### src/rtl/fir_pkg.sv
// Shared definitions for the FIR sample sequencer: FSM encodings and
// width derivations for the input FIFO and the result-timeout counter.
package fir_pkg;

  typedef enum logic [1:0] {
    ST_IDLE  = 2'b00,
    ST_ISSUE = 2'b01,
    ST_WAIT  = 2'b10
  } seq_state_e;

  // Pointer width for a power-of-two FIFO; never narrower than one bit.
  function automatic int fifo_addr_w(input int depth);
    return (depth > 2) ? $clog2(depth) : 1;
  endfunction

  // Counter must hold values up to cycles-1.
  function automatic int tmo_cnt_w(input int cycles);
    return (cycles > 2) ? $clog2(cycles) : 1;
  endfunction

endpackage

### src/rtl/fir_sample_fifo.sv
// Synchronous power-of-two FIFO with fill count; all state freezes while i_en is low.
module fir_sample_fifo
  import fir_pkg::*;
#(
  parameter int DATA_WIDTH = 24,
  parameter int FIFO_DEPTH = 8
) (
  input  logic                        i_clk,
  input  logic                        i_rst_n,
  input  logic                        i_en,
  input  logic                        i_push,
  input  logic [DATA_WIDTH-1:0]       iv_din,
  input  logic                        i_pop,
  output logic [DATA_WIDTH-1:0]       ov_dout,
  output logic                        o_full,
  output logic                        o_empty,
  output logic [$clog2(FIFO_DEPTH):0] ov_fill
);

  localparam int AW = fifo_addr_w(FIFO_DEPTH);
  localparam logic [AW:0] FULL_LVL = FIFO_DEPTH[AW:0];

  logic [DATA_WIDTH-1:0] r_mem [FIFO_DEPTH];
  logic [AW-1:0]         r_wr_ptr;
  logic [AW-1:0]         r_rd_ptr;
  logic [AW:0]           r_fill;
  logic                  w_do_push;
  logic                  w_do_pop;

  assign o_full    = (r_fill == FULL_LVL);
  assign o_empty   = (r_fill == '0);
  assign w_do_push = i_en && i_push && !o_full;
  assign w_do_pop  = i_en && i_pop && !o_empty;
  assign ov_dout   = r_mem[r_rd_ptr];
  assign ov_fill   = r_fill;

  // Pointers wrap naturally because the depth is a power of two.
  always_ff @(posedge i_clk or negedge i_rst_n) begin
    if (!i_rst_n) begin
      r_wr_ptr <= '0;
      r_rd_ptr <= '0;
      r_fill   <= '0;
    end else begin
      if (w_do_push) r_wr_ptr <= r_wr_ptr + 1'b1;
      if (w_do_pop)  r_rd_ptr <= r_rd_ptr + 1'b1;
      case ({w_do_push, w_do_pop})
        2'b10:   r_fill <= r_fill + 1'b1;
        2'b01:   r_fill <= r_fill - 1'b1;
        default: r_fill <= r_fill;
      endcase
    end
  end

  always_ff @(posedge i_clk) begin
    if (w_do_push) r_mem[r_wr_ptr] <= iv_din;
  end

endmodule

### src/rtl/fir_sample_sequencer.sv
// Feeds buffered samples one at a time to the time-multiplexed FIR core and
// captures each result into a valid/ready register, flagging timeouts and stray strobes.
module fir_sample_sequencer
  import fir_pkg::*;
#(
  parameter int DATA_WIDTH     = 24,
  parameter int FIFO_DEPTH     = 8,
  parameter int TIMEOUT_CYCLES = 64
) (
  input  logic                        i_clk,
  input  logic                        i_rst_n,
  input  logic                        i_en,
  input  logic [DATA_WIDTH-1:0]       iv_s_data,
  input  logic                        i_s_valid,
  output logic                        o_s_ready,
  output logic [DATA_WIDTH-1:0]       ov_fir_din,
  output logic                        o_fir_din_valid,
  input  logic                        i_fir_ready,
  input  logic [DATA_WIDTH-1:0]       iv_fir_dout,
  input  logic                        i_fir_dout_valid,
  output logic [DATA_WIDTH-1:0]       ov_m_data,
  output logic                        o_m_valid,
  input  logic                        i_m_ready,
  output logic [$clog2(FIFO_DEPTH):0] ov_fill,
  output logic                        o_timeout,
  output logic                        o_spurious
);

  localparam int CW    = tmo_cnt_w(TIMEOUT_CYCLES);
  localparam int TLAST = TIMEOUT_CYCLES - 2;
  // Expiry is taken on the edge that would advance the counter to TIMEOUT_CYCLES-1.
  localparam logic [CW-1:0] CNT_LAST = TLAST[CW-1:0];

  seq_state_e            r_state;
  seq_state_e            w_state_nxt;
  logic [CW-1:0]         r_cnt;
  logic [CW-1:0]         w_cnt_nxt;
  logic                  r_live;
  logic [DATA_WIDTH-1:0] r_fir_din;
  logic [DATA_WIDTH-1:0] r_m_data;
  logic                  r_m_valid;
  logic                  r_timeout;
  logic                  r_spurious;

  logic                  w_push;
  logic                  w_pop;
  logic                  w_full;
  logic                  w_empty;
  logic [DATA_WIDTH-1:0] w_head;
  logic                  w_issue_ok;
  logic                  w_load_din;
  logic                  w_load_res;
  logic                  w_tmo_set;
  logic                  w_spur_set;

  // r_live keeps o_s_ready low until the first enabled edge after reset.
  assign o_s_ready       = r_live && !w_full && i_en;
  assign w_push          = i_s_valid && o_s_ready;
  assign w_pop           = (r_state == ST_ISSUE);
  assign w_issue_ok      = !w_empty && i_fir_ready && (!r_m_valid || i_m_ready);
  assign o_fir_din_valid = (r_state == ST_ISSUE) && i_en;
  assign ov_fir_din      = r_fir_din;
  assign ov_m_data       = r_m_data;
  assign o_m_valid       = r_m_valid;
  assign o_timeout       = r_timeout;
  assign o_spurious      = r_spurious;

  fir_sample_fifo #(
    .DATA_WIDTH (DATA_WIDTH),
    .FIFO_DEPTH (FIFO_DEPTH)
  ) u_fifo (
    .i_clk   (i_clk),
    .i_rst_n (i_rst_n),
    .i_en    (i_en),
    .i_push  (w_push),
    .iv_din  (iv_s_data),
    .i_pop   (w_pop),
    .ov_dout (w_head),
    .o_full  (w_full),
    .o_empty (w_empty),
    .ov_fill (ov_fill)
  );

  always_comb begin
    w_state_nxt = r_state;
    w_cnt_nxt   = r_cnt;
    w_load_din  = 1'b0;
    w_load_res  = 1'b0;
    w_tmo_set   = 1'b0;
    w_spur_set  = 1'b0;
    case (r_state)
      ST_IDLE: begin
        w_spur_set = i_fir_dout_valid;
        if (w_issue_ok) begin
          w_state_nxt = ST_ISSUE;
          w_load_din  = 1'b1;
        end
      end
      ST_ISSUE: begin
        w_spur_set  = i_fir_dout_valid;
        w_cnt_nxt   = '0;
        w_state_nxt = ST_WAIT;
      end
      ST_WAIT: begin
        if (i_fir_dout_valid) begin
          w_load_res  = 1'b1;
          w_state_nxt = ST_IDLE;
        end else if (r_cnt == CNT_LAST) begin
          w_tmo_set   = 1'b1;
          w_cnt_nxt   = r_cnt + 1'b1;
          w_state_nxt = ST_IDLE;
        end else begin
          w_cnt_nxt = r_cnt + 1'b1;
        end
      end
      default: w_state_nxt = ST_IDLE;
    endcase
  end

  always_ff @(posedge i_clk or negedge i_rst_n) begin
    if (!i_rst_n) begin
      r_state    <= ST_IDLE;
      r_cnt      <= '0;
      r_live     <= 1'b0;
      r_fir_din  <= '0;
      r_m_data   <= '0;
      r_m_valid  <= 1'b0;
      r_timeout  <= 1'b0;
      r_spurious <= 1'b0;
    end else if (i_en) begin
      r_live  <= 1'b1;
      r_state <= w_state_nxt;
      r_cnt   <= w_cnt_nxt;
      if (w_load_din) r_fir_din <= w_head;
      // A reload wins over a same-cycle downstream accept.
      if (w_load_res) begin
        r_m_data  <= iv_fir_dout;
        r_m_valid <= 1'b1;
      end else if (r_m_valid && i_m_ready) begin
        r_m_valid <= 1'b0;
      end
      if (w_tmo_set)  r_timeout  <= 1'b1;
      if (w_spur_set) r_spurious <= 1'b1;
    end
  end

endmodule
### config.mk
export PLATFORM = sky130hd
export DESIGN_NAME = fir_sample_sequencer
export DESIGN_NICKNAME = d
export VERILOG_FILES = /design/src/rtl/fir_pkg.sv /design/src/rtl/fir_sample_fifo.sv /design/src/rtl/fir_sample_sequencer.sv
export SDC_FILE = /design/constraint.sdc
export NUM_CORES = 1
export LEC_CHECK = 0
export BUFFER_PORTS_ARGS = -buffer_cell sky130_fd_sc_hd__buf_2
export CAP_MARGIN = 20
export CORE_ASPECT_RATIO = 1.2
export CORE_MARGIN = 2
export CORE_UTILIZATION = 34
export DETAILED_ROUTE_END_ITERATION = 6
export HOLD_SLACK_MARGIN = 0.15
export PLACE_DENSITY = 0.57
export SLEW_MARGIN = 10
export SYNTH_ARGS = -nofsm -noshare
export SYNTH_HDL_FRONTEND = slang
export SYNTH_SLANG_ARGS = --single-unit
### constraint.sdc
create_clock -name i_clk -period 4.5 [get_ports i_clk]
set_input_delay 1.125 -clock i_clk [delete_from_list [all_inputs] [get_ports i_clk]]
set_output_delay 1.125 -clock i_clk [all_outputs]
set_load 0.03 [all_outputs]
# --- Word-level counts from Yosys, hierarchy flattened ---
# Memories as Yosys holds them, arrays and structs flattened. A register that Yosys moved wholly into a read port is not among the register bits.
# Index checks and enable logic that the tools add are counted.
# Widths: inputs -> output; s select.
op_classes:
  order_cmp: 0
  n_eq_ne: 9
  n_mux: 19
  shifts: 0
  multipliers: 0
  div_mod_pow: 0
  addsub: 5
  bitwise: 0
  reduce_logical: 28
ops:
  columns: ["cell", "n"]
  rows:
  - ["$mux 1", 12]
  - ["$pmux 6 s2", 1]
  - ["$logic_and 1x1->1", 10]
  - ["$reduce_and 2->1", 5]
  - ["$pmux 4 s2", 1]
  - ["$add 3x1->3 const B", 2]
  - ["$add 6x1->6 const B", 1]
  - ["$eq 6x6->1 const B", 1]
  - ["$mux 2", 3]
  - ["$mux 6", 1]
  - ["$pmux 2 s3", 1]
  - ["$reduce_and 3->1", 2]
  - ["$reduce_bool 2->1", 3]
  - ["$add 4x1->4 const B", 1]
  - ["$eq 2x1->1 const B", 2]
  - ["$eq 2x2->1 const B", 2]
  - ["$eq 4x4->1 const B", 1]
  - ["$logic_not 1->1", 4]
  - ["$logic_not 4->1", 1]
  - ["$ne 2x2->1 const B", 2]
  - ["$sub 4x1->4 const B", 1]
  - ["$ne 3x3->1 const B", 1]
  - ["$logic_not 2->1", 1]
  - ["$reduce_or 2->1", 1]
  - ["$logic_or 1x1->1", 1]
word_totals:
  ff_bits: 46
  ramBits: 192
  memories: 1
  wordCells: 72
  input_bits: 55
  latchBits: 0
  out_inout_bits: 57
  mem_bits_ro: 0
mem_list:
  columns: ["name", "depth", "width", "rd", "rd_clocked_by_memory_dff", "wr", "line", "rtl"]
  rows:
  - ["u_fifo.r_mem", 8, 24, 1, 1, 1, "fir_sample_fifo.sv:23", "logic [DATA_WIDTH-1:0] r_mem [FIFO_DEPTH];"]

# --- Depth between registers and ports, before layout ---
# Gate-level depths: netlist (run 1).
depth:
  ltp_word: 9
  mapped_depth: 12
  depth_no_buf: 10

# --- By module ---
# From an unflattened synthesis (run 1), not the netlist that was laid out.
hier_totals:
  cells_unflattened: 509
  hier_area_um2: 10353.7
by_module_without_submodules:
  columns: ["module", "n_inst", "seq_area_each_um2", "cells_per_inst", "area_each_um2"]
  rows:
  - ["fir_sample_fifo", 1, 6015.8, 343, 7907.6]
  - ["fir_sample_sequencer", 1, 1501.4, 166, 2446.1]

# --- Worst setup path before layout (run 1) ---
# OpenSTA, ideal clock, no wires.
synth_timing:
  kind: "in2reg"
  start: "input i_en"
  end: "memory u_fifo.r_mem[1][0] (enable)"
  setup_ps: 435
  arrival_time_ps: 3390
  stages: 4
  n_path_buf: 0
  slack_ps: 674
  required_time_ps: 4065
  cell_sequence: "nand2_1 -> a211oi_2 -> nand2_1 -> nor3_1"
synth_via:
  elab_chain_len: 6
synth_lines:
  columns: ["element", "line", "rtl"]
  rows:
  - ["from (decl)", "fir_sample_sequencer.sv:12", "input logic i_en,"]
  - ["$logic_and 1x1->1", "fir_sample_sequencer.sv:57", "assign o_s_ready = r_live && !w_full && i_en;"]
  - ["$logic_and 1x1->1", "fir_sample_sequencer.sv:58", "assign w_push = i_s_valid && o_s_ready;"]
  - ["$logic_and 1x1->1 * (2 in series)", "fir_sample_fifo.sv:32", "assign w_do_push = i_en && i_push && !o_full;"]
  - ["$mux 1 *", "fir_sample_fifo.sv:55", "if (w_do_push) r_mem[r_wr_ptr] <= iv_din;"]
  - ["$mux 1 (not written as such) *", "fir_sample_fifo.sv:55", null]
  - ["to (decl)", "fir_sample_fifo.sv:23", null]
# Mark *: on every way between the ends. The rest lies on a longest branch, timed or not.

# --- Worst setup path after layout (run 1) ---
layout_timing:
  start: "input i_en"
  end: "output o_fir_din_valid"
layout_via:
  elab_chain_len: 1
layout_lines:
  columns: ["element", "line", "rtl"]
  rows:
  - ["$logic_and 1x1->1", "fir_sample_sequencer.sv:61", "assign o_fir_din_valid = (r_state == ST_ISSUE) && i_en;"]
  - ["to (decl)", "fir_sample_sequencer.sv:17", "output logic o_fir_din_valid,"]
# No other way between the ends.

==> metrics.csv, run 1 <==
metric,value,unit
Vias,5109,
hold_buf cts,0,
number of global-route vias before repair,5523,
RSZ-0062 raised after global routing,no,
H-tree levels,1,
Std-Cell Rows,69,
period utilization,67.5,%
MaxCap Viol Count,0,
fin util,41.0,%
CTS root buffer,clkbuf_16,
area delta synth->final,19.4,%
Final Skew,0.0205,ns
WL per Instance,18.4,um
CP Launch Type,input pin,
asr flop ratio synth,26.7,%
fin area,12100,sq um
fmax,0.329,GHz
crit path kind,in2out,
Tightest Pin Transition,0.942,ns
# DRC,0,
cell mode on critical path,buf_2,
post-synthesis cell count,533,
Syn Area/Cell,19.0,sq um
Yosys top cell area share,56.9,%
post-placement cell count,1023,
CTS tree,yes,
outcome,finished clean,
fill count,2665,
Worst Path Buf+Inv,2,
Num CTS Buffers,27,
yosys warns,0,
area of the core,29500,sq um
drt first pass iters,4,
Slowest cell on crit path,and3b_1,
overall power,7.82,mW
ranking of synthesized cells by area,"edfxtp_1, dfrtp_1, mux4_2",
post-CTS sizing,0,
Mapped Nets,595,
Die W,162,um
Hold Path Class,reg2reg,
Worst IR Drop VDD,0.266,mV
"slowest stage delay, CP",0.33,ns
"EDFF count, synth",192,
Starting Density,34.3,%
CP Cell Sequence,"buf_2, and3b_1, buf_2",
fin worst setup slack,1.46,ns
initial antenna violation count,2,
synth unique cells,41,
Leak Pwr,4.44,nW
Final Max Tran Viols,0,
sequential element share of the synthesized area,74.2,%
Die ar.,31200,sq um
most frequent cell after synthesis,edfxtp_1,
Period minus WS final,3.04,ns
final hold violations,0,
Die Y,193,um
share of post-route cells with drive strength above 1,38.2,%
Post-CTS Setup Bufs,0,
worst-path maximum fanout,14,
global route total overflow,0,
Yosys top cell by area,edfxtp_1,
num ports,112,
CP Data Required Time,3.38,ns
Rel. slew slack,37.2,%
CP top delay family,buffers and inverters,
post-route setup TNS,0,ns
Post-DP HPWL,12400,um
CTS Sinks,262,
Antenna Nets Post-Route,0,
Layout Cells excl Fill,1072,
pin count of the biggest net entering global routing,71,
dpl cell area,11200,sq um
hold_ws,0.469,ns
Skew-Pair Late Insertion Delay,0.54,ns
"flops & latches, synth",262,
prevailing post-synth register cell,edfxtp_1,
FF+latch area,7520,sq um
clk slew on worst S/H paths,0.06,ns
Setup Viol. Count Final,0,
Nets,725,
pre-CTS setup slack,1.06,ns
global-route wire length before repair,30800,um
Worst EP arrival,1.91,ns
synthesized area,10100,sq um
crit path capture type,output port,
GRT Resource Usage Total,12.8,%
synth cell count leaders,"edfxtp_1, dfrtp_1, mux4_2, nand2_1, o21ai_0",
Via density,4.77,
DRT iter0 DRCs,361,
# port buffers,111,
final wirelength,19700,um
placer congestion estimate,0.744,
pwr dens,646,nW/um^2
multi-input logic area,2480,sq um
maximum root-to-sink buffer count,3,
-- report_power, final --
group          switching, mW  total (mW)  internal, mW
Clock                  0.893        2.21          1.32
Sequential             0.382        3.41          3.02
Combinational           1.23        2.20         0.969
-- final cells by class --
cell class	instances	share of cell area [%]
Clock buffer	31	5.95
Timing Repair Buffer	127	5.77
Tap cell	390	4.03
Inverter	6	0.186
Multi-Input combinational cell	239	20.5
Clock inverter	16	1.40
Sequential cell	262	62.2
Antenna cell	1	0.0207
-- worst register-to-register path, stage by stage, from the launching register on --
cell and delay, ns:
dfrtp_1 0.49, nor3_1 0.13, a211oi_2 0.53, inv_1 0.14, ha_1 0.29, xor2_1 0.17, ha_1 0.20, a21oi_1 0.15
xor2_1 0.17, nor2_1 0.07, xor2_1 0.14
-- metal layers --
metal	part of all wire [%]	up-vias	track usage (%)
met3	5.6	34	2.35
li1	-	2327	-
met5	0.066	-	0
met2	51	149	23.1
met4	2.5	2	4.32
met1	41	2597	15.5
-- logic make-up (layout without fill, tap and decap cells) --
kind of cell               Yosys count  after routing  share of synthesized area [%]
buffers and inverters               32            180                           1.74
adders and majority gates            7              7                          0.864
muxes                               99             99                           16.1
other                                0              1                              0
and+or+nand+nor                     77             77                           3.54
AOI/OAI and AO/OA                   43             43                           2.51
DFF                                262            262                           74.2
xor gates and xnor gates            13             13                           1.12
-- placed cells by master, fill, tap and decap left out, types with 6 or more instances in the layout --
cell type,synthesis,final
a21oi_1,6,6
buf_2,9,110
buf_4,3,16
clkbuf_16,0,27
dfrtp_1,70,68
edfxtp_1,192,192
ha_1,7,7
inv_1,6,6
mux2_2,26,26
mux2i_1,24,24
mux4_2,48,48
nand2_1,38,38
nor2_1,13,7
nor2_2,0,6
o21ai_0,27,27
xnor2_1,8,8
-- final timing paths --
path                                               start                             end  slack (ns)  cells after the start
setup / recovery                                    i_en                 o_fir_din_valid        1.46                      3
min in group asynchronous                        i_rst_n   u_fifo.ov_fill[3]$_DFFE_PN0P_        0.72                      1
max in group asynchronous                        i_rst_n  u_fifo.r_rd_ptr[0]$_DFFE_PN0P_        3.09                      1
hold / removal                        r_live$_DFFE_PN0P_              r_live$_DFFE_PN0P_        0.47                      1
hold reg to reg                       r_live$_DFFE_PN0P_              r_live$_DFFE_PN0P_        0.47                      1
setup reg to reg           u_fifo.ov_fill[0]$_DFFE_PN0P_   u_fifo.ov_fill[2]$_DFFE_PN0P_        1.89                     10
-- state kept, by name (all words and copies together), names as in the netlist --
signal and cells:
o_m_valid 1, o_spurious 1, o_timeout 1, ov_fir_din 24, ov_m_data 24, r_cnt 6
r_live 1, r_state 2, u_fifo.ov_fill 4, u_fifo.r_mem 192, u_fifo.r_rd_ptr 3, u_fifo.r_wr_ptr 3
Power figures use the tool's default switching activity.
==> run 2: changes to the inputs <==
--- a/config.mk
+++ b/config.mk
@@ -12,7 +12,7 @@
 export CORE_UTILIZATION = 34
 export DETAILED_ROUTE_END_ITERATION = 6
 export HOLD_SLACK_MARGIN = 0.15
-export PLACE_DENSITY = 0.57
+export PLACE_DENSITY = 0.59
 export SLEW_MARGIN = 10
 export SYNTH_ARGS = -nofsm -noshare
 export SYNTH_HDL_FRONTEND = slang
==> constraint.sdc (replaced) <==
create_clock -name i_clk -period 2.7 [get_ports i_clk]
set_input_delay 0.675 -clock i_clk [delete_from_list [all_inputs] [get_ports i_clk]]
set_output_delay 0.675 -clock i_clk [all_outputs]
set_load 0.03 [all_outputs]
==> run 2 against run 1 <==
Effect of this change:
- critical path depth increased by 6
- clock-buffer cell count is 2 higher
- worst setup slack got worse by 1.3 ns
- total power is 67% higher
- combinational power grew 77%
- wire length up 1.5%
- first-iteration DRC count rose by 11%
- global-route usage rose by 0.28 points
- cell area grew 0.94%
- die area is the same
- largest cell class unchanged
- largest power group unchanged
==> metrics.csv, run 2 (synthesized netlist as in run 1, its figures left out) <==
metric,value,unit,change
MaxCap Viol Count,0,,unchanged
Starting Density,34.3,%,unchanged
Slowest cell on crit path,or4_4,,was and3b_1
num ports,112,,unchanged
clk slew on worst S/H paths,0.07,ns,was 0.06 ns
CTS tree,yes,,unchanged
final hold violations,0,,unchanged
Nets,737,,was 725
cell mode on critical path,xor2_1,,was buf_2
crit path capture type,flip-flop,,was output port
Rel. slew slack,64.2,%,was 37.2%
fin util,41.4,%,was 41.0%
most frequent cells in the layout,"edfxtp_1, buf_2, dfrtp_1, mux4_2, nand2_1",,unchanged
Period minus WS final,2.58,ns,
CP Launch Type,flip-flop,,was input pin
CP Cell Sequence,"or4_4, and2_4, ha_1, xor2_1, ha_1, a21oi_1, xor2_1, nor2_1, xor2_1",,"was buf_2, and3b_1, buf_2"
Vias,5181,,was 5109
Std-Cell Rows,69,,unchanged
hold_ws,0.164,ns,was 0.469 ns
Worst EP arrival,2.98,ns,was 1.91 ns
fmax,0.387,GHz,
H-tree levels,1,,unchanged
area delta synth->final,20.5,%,was 19.4%
post-placement cell count,1037,,was 1023
Skew-Pair Late Insertion Delay,0.53,ns,was 0.54 ns
outcome,finished clean,,unchanged
max FFs per register,192,,unchanged
initial antenna violation count,3,,was 2
crit path kind,reg2reg,,was in2out
# port buffers,111,,unchanged
Leak Pwr,4.50,nW,was 4.44 nW
Final Skew,0.0202,ns,was 0.0205 ns
post-CTS sizing,0,,unchanged
number of global-route vias before repair,5648,,was 5523
GRT Resource Usage Total,13.1,%,was 12.8%
largest register by flop count,u_fifo.r_mem,,unchanged
period utilization,95.6,%,
Setup Viol. Count Final,0,,unchanged
RSZ-0062 raised after global routing,no,,unchanged
Via density,4.77,,about the same
area of the core,29500,sq um,unchanged
CTS Sinks,262,,unchanged
global-route wire length before repair,31600,um,was 30800 um
WL per Instance,18.5,um,was 18.4 um
Hold Path Class,in2async,,was reg2reg
final wirelength,20000,um,was 19700 um
maximum root-to-sink buffer count,3,,unchanged
hold_buf cts,0,,unchanged
Antenna Nets Post-Route,0,,unchanged
Die Y,193,um,unchanged
drt first pass iters,4,,unchanged
Post-CTS Setup Bufs,0,,unchanged
Num CTS Buffers,26,,was 27
CTS root buffer,clkbuf_16,,unchanged
Tightest Pin Transition,0.537,ns,was 0.942 ns
# DRC,0,,unchanged
pwr dens,1070,nW/um^2,was 646 nW/um^2
DRT iter0 DRCs,402,,was 361
pin count of the biggest net entering global routing,71,,unchanged
FF+latch area,7520,sq um,unchanged
Die W,162,um,unchanged
global route total overflow,0,,unchanged
Final Max Tran Viols,0,,unchanged
Post-DP HPWL,12500,um,was 12400 um
worst-path maximum fanout,8,,was 14
"slowest stage delay, CP",0.60,ns,was 0.33 ns
Die ar.,31200,sq um,unchanged
placer congestion estimate,0.766,,was 0.744
"commonest non-fill, non-tap cell in the layout",edfxtp_1,,unchanged
share of post-route cells with drive strength above 1,38.8,%,was 38.2%
fill count,2610,,was 2665
multi-input logic area,2490,sq um,was 2480 sq um
CP Data Required Time,3.10,ns,was 3.38 ns
Worst IR Drop VDD,0.565,mV,was 0.266 mV
Layout Cells excl Fill,1086,,was 1072
run 2: cell count changes in the layout (fill, tap and decap cells not counted), moves of 2 or more:
cell / previous run / this run
buf_12: 0 / 4
buf_4: 16 / 26
clkbuf_1: 1 / 4
clkinv_2: 3 / 1
nor3_2: 2 / 0
nor3_4: 0 / 2
run 2: power breakdown:
group	internal [mW]	switching, mW	leakage, nW
registers	5.04	0.505	2.59
clock network	2.09	1.49	0.411
logic	1.66	2.23	1.50
run 2: per-layer routing:
layer / vias up / share of wire [%] / GRT usage [%]
li1: 2364 / - / -
met1: 2630 / 41 / 15.8
met2: 143 / 50 / 23.4
met3: 40 / 5.8 / 2.76
met4: 4 / 2.6 / 4.39
met5: - / 0.16 / 0
run 2: critical path: cells and delay by family, from the launching register on:
kind            cells  cell delay (ns)
flops               1             0.48
fa+ha+maj           2             0.47
xor+xnor            3             0.48
simple gates        3             0.88
compound gates      1             0.14
run 2: worst paths after layout:
| path | startpoint | endpoint | slack [ns] | cells after the start |
|---|---|---|---|---|
| setup / recovery | u_fifo.ov_fill[1]$_DFFE_PN0P_ | u_fifo.ov_fill[2]$_DFFE_PN0P_ | 0.12 | 9 |
| hold / removal | i_rst_n | u_fifo.ov_fill[1]$_DFFE_PN0P_ | 0.16 | 2 |
| setup reg to reg | u_fifo.ov_fill[1]$_DFFE_PN0P_ | u_fifo.ov_fill[2]$_DFFE_PN0P_ | 0.12 | 9 |
| hold reg to reg | o_timeout$_DFFE_PN0P_ | o_timeout$_DFFE_PN0P_ | 0.47 | 1 |
| max in group asynchronous | i_rst_n | ov_fir_din[13]$_DFFE_PN0P_ | 2.20 | 2 |
| min in group i_clk | iv_fir_dout[23] | ov_m_data[23]$_DFFE_PN0P_ | 0.38 | 2 |
run 2: final cells by class:
cell class                      count  share of cell area [%]
Sequential cell                   262                    61.6
Multi-Input combinational cell    239                    20.4
Timing Repair Buffer              140                    6.76
Clock buffer                       33                    5.88
Tap cell                          390                    3.99
Clock inverter                     15                    1.18
Inverter                            6                   0.184
Antenna cell                        1                  0.0205
run 2: stage by stage:
stage                     instance area, sq um  setup TNS (ns)  power (mW)  worst slack, ns
after floorplan                          10100           -9.26        8.37          -0.0717
after global placement                   11400               0        9.51            0.187
after detailed placement                 11400               0        9.61            0.107
after CTS                                12200               0        13.2            0.143
after global routing                     12200               0        13.7           0.0292
final                                    12200               0        13.0            0.118
==> run 3: changes to the inputs <==
--- a/config.mk
+++ b/config.mk
@@ -7,12 +7,14 @@
 export LEC_CHECK = 0
 export BUFFER_PORTS_ARGS = -buffer_cell sky130_fd_sc_hd__buf_2
 export CAP_MARGIN = 20
+export CELL_PAD_IN_SITES_DETAIL_PLACEMENT = 0
+export CELL_PAD_IN_SITES_GLOBAL_PLACEMENT = 1
 export CORE_ASPECT_RATIO = 1.2
 export CORE_MARGIN = 2
 export CORE_UTILIZATION = 34
 export DETAILED_ROUTE_END_ITERATION = 6
 export HOLD_SLACK_MARGIN = 0.15
-export PLACE_DENSITY = 0.59
+export PLACE_DENSITY = 0.66
 export SLEW_MARGIN = 10
 export SYNTH_ARGS = -nofsm -noshare
 export SYNTH_HDL_FRONTEND = slang
==> run 3 against run 2 <==
Effect of this change:
- first-iteration DRC count fell by 2.2%
- non-clock buffer count decreased by 3
- critical path depth stayed put
- critical endpoint unchanged
==> metrics.csv, run 3 (synthesized netlist as in run 1, its figures left out) <==
metric,value,unit,change
Final Max Tran Viols,0,,unchanged
Worst Reg-to-Reg Cells,9,,unchanged
number of global-route vias before repair,5510,,was 5648
R2R Path Start,u_fifo.ov_fill[0]$_DFFE_PN0P_,,was u_fifo.ov_fill[1]$_DFFE_PN0P_
CTS Sinks,262,,unchanged
Post-CTS Setup Bufs,0,,unchanged
GRT Resource Usage Total,13.3,%,was 13.1%
Period minus WS final,2.57,ns,was 2.58 ns
Via density,4.82,,was 4.77
Vias,5226,,was 5181
outcome,finished clean,,unchanged
maximum root-to-sink buffer count,3,,unchanged
H-tree levels,1,,unchanged
Worst Path Buf+Inv,0,,unchanged
share of post-route cells with drive strength above 1,37.9,%,was 38.8%
CP Launch Type,flip-flop,,unchanged
max FFs per register,192,,unchanged
Antenna Nets Post-Route,0,,unchanged
CTS tree,yes,,unchanged
Final Skew,0.0138,ns,was 0.0202 ns
CP top delay family,simple AND/OR/NAND/NOR gates,,unchanged
CP Cell Sequence,"or4_4, and2_4, ha_1, xor2_1, ha_1, a21oi_1, xor2_1, nor2_1, xor2_1",,unchanged
Worst IR Drop VDD,0.467,mV,was 0.565 mV
Worst EP arrival,2.98,ns,about the same
CTS root buffer,clkbuf_16,,unchanged
post-route setup TNS,0,ns,unchanged
area delta synth->final,19.6,%,was 20.5%
largest register by flop count,u_fifo.r_mem,,unchanged
Tightest Pin Transition,0.835,ns,was 0.537 ns
fmax,0.388,GHz,was 0.387 GHz
DRT iter0 DRCs,393,,was 402
worst-path maximum fanout,8,,unchanged
MaxCap Viol Count,0,,unchanged
Skew-Pair Late Insertion Delay,0.53,ns,about the same
crit path kind,reg2reg,,unchanged
# port buffers,111,,unchanged
cell mode on critical path,xor2_1,,unchanged
Die Y,193,um,unchanged
pwr dens,1060,nW/um^2,was 1070 nW/um^2
fin util,41.0,%,was 41.4%
global-route wire length before repair,32000,um,was 31600 um
period utilization,95.3,%,was 95.6%
RSZ-0062 raised after global routing,no,,unchanged
fin worst setup slack,0.126,ns,was 0.118 ns
area of the core,29500,sq um,unchanged
crit path capture type,flip-flop,,unchanged
Slowest cell on crit path,or4_4,,unchanged
Nets,735,,was 737
drt first pass iters,4,,unchanged
# DRC,0,,unchanged
num ports,112,,unchanged
initial antenna violation count,1,,was 3
# diodes,0,,was 1
Hold Path Class,in2async,,unchanged
WL per Instance,18.8,um,was 18.5 um
clk slew on worst S/H paths,0.06,ns,was 0.07 ns
final wirelength,20400,um,was 20000 um
Die ar.,31200,sq um,unchanged
most frequent cells in the layout,"edfxtp_1, buf_2, dfrtp_1, mux4_2, nand2_1",,unchanged
"setup slack, reg-to-reg",0.13,ns,was 0.12 ns
CP Data Required Time,3.10,ns,about the same
hold_buf cts,0,,unchanged
Post-DP HPWL,12600,um,was 12500 um
Leak Pwr,4.46,nW,was 4.50 nW
Std-Cell Rows,69,,unchanged
Rel. slew slack,44.4,%,was 64.2%
pre-CTS setup slack,0.0646,ns,was 0.107 ns
Die W,162,um,unchanged
"commonest non-fill, non-tap cell in the layout",edfxtp_1,,unchanged
FF-to-FF End,u_fifo.ov_fill[2]$_DFFE_PN0P_,,unchanged
final hold violations,0,,unchanged
placer congestion estimate,0.767,,was 0.766
Num CTS Buffers,27,,was 26
Starting Density,34.3,%,unchanged
pin count of the biggest net entering global routing,62,,was 71
"slowest stage delay, CP",0.59,ns,was 0.60 ns
post-CTS sizing,0,,unchanged
global route total overflow,0,,unchanged
Setup Viol. Count Final,0,,unchanged
overall power,12.8,mW,was 13.0 mW
[run 3: changes by cell type in the layout (fill, tap and decap cells not counted)]
cell	delta
a2111oi_0	+1
inv_6	+1
clkinvlp_4	-1
clkinv_1	+1
clkinv_4	-3
buf_12	-2
buf_4	-1
a2111oi_1	-1
clkbuf_8	+2
clkbuf_1	+5
diode_2	-1
bufinv_16	-2
inv_8	-1
[run 3: worst max path at each step]
stage	startpoint	endpoint	slack (ns)	depth (start not counted)
6_report	u_fifo.ov_fill[0]$_DFFE_PN0P_	u_fifo.ov_fill[2]$_DFFE_PN0P_	0.13	9
5_1_grt	u_fifo.ov_fill[0]$_DFFE_PN0P_	u_fifo.ov_fill[2]$_DFFE_PN0P_	0.06	9
4_1_cts	u_fifo.ov_fill[0]$_DFFE_PN0P_	u_fifo.ov_fill[3]$_DFFE_PN0P_	0.11	7
2_1_floorplan	u_fifo.ov_fill[1]$_DFFE_PN0P_	u_fifo.r_mem[7][0]$_DFFE_PP_	-0.07	4
3_5_place_dp	i_en	u_fifo.ov_fill[3]$_DFFE_PN0P_	0.06	8
3_3_place_gp	i_en	u_fifo.ov_fill[2]$_DFFE_PN0P_	0.18	10
[run 3: through the flow]
stage	hold slack (ns)	cells	cell area [sq um]
after floorplan	0.379	533	10100
after global placement	0.445	1034	11300
after detailed placement	0.455	1034	11300
after CTS	0.285	1084	12100
after global routing	0.330	1084	12100
final	0.250	1084	12100
[run 3: final cells by class]
type / count / area, sq um
clock buffer: 40 / 764
clock inverter: 10 / 51.3
fill: 2659 / 17400
inverter: 6 / 22.5
multi-input combinational: 239 / 2490
sequential: 262 / 7520
tap: 390 / 488
timing repair buffer: 137 / 778
[run 3: report_power, final]
part / internal [mW] / total [mW] / switching (mW)
combinational: 1.64 / 3.88 / 2.24
sequential: 5.04 / 5.54 / 0.495
clock: 1.95 / 3.39 / 1.44
total: 8.64 / 12.8 / 4.17
[run 3: metal layers]
metal  share of wire [%]  track usage, %
met5               0.064               0
met1                  42            16.8
met4                 1.8            3.74
met2                  50            23.3
met3                 6.7            2.80
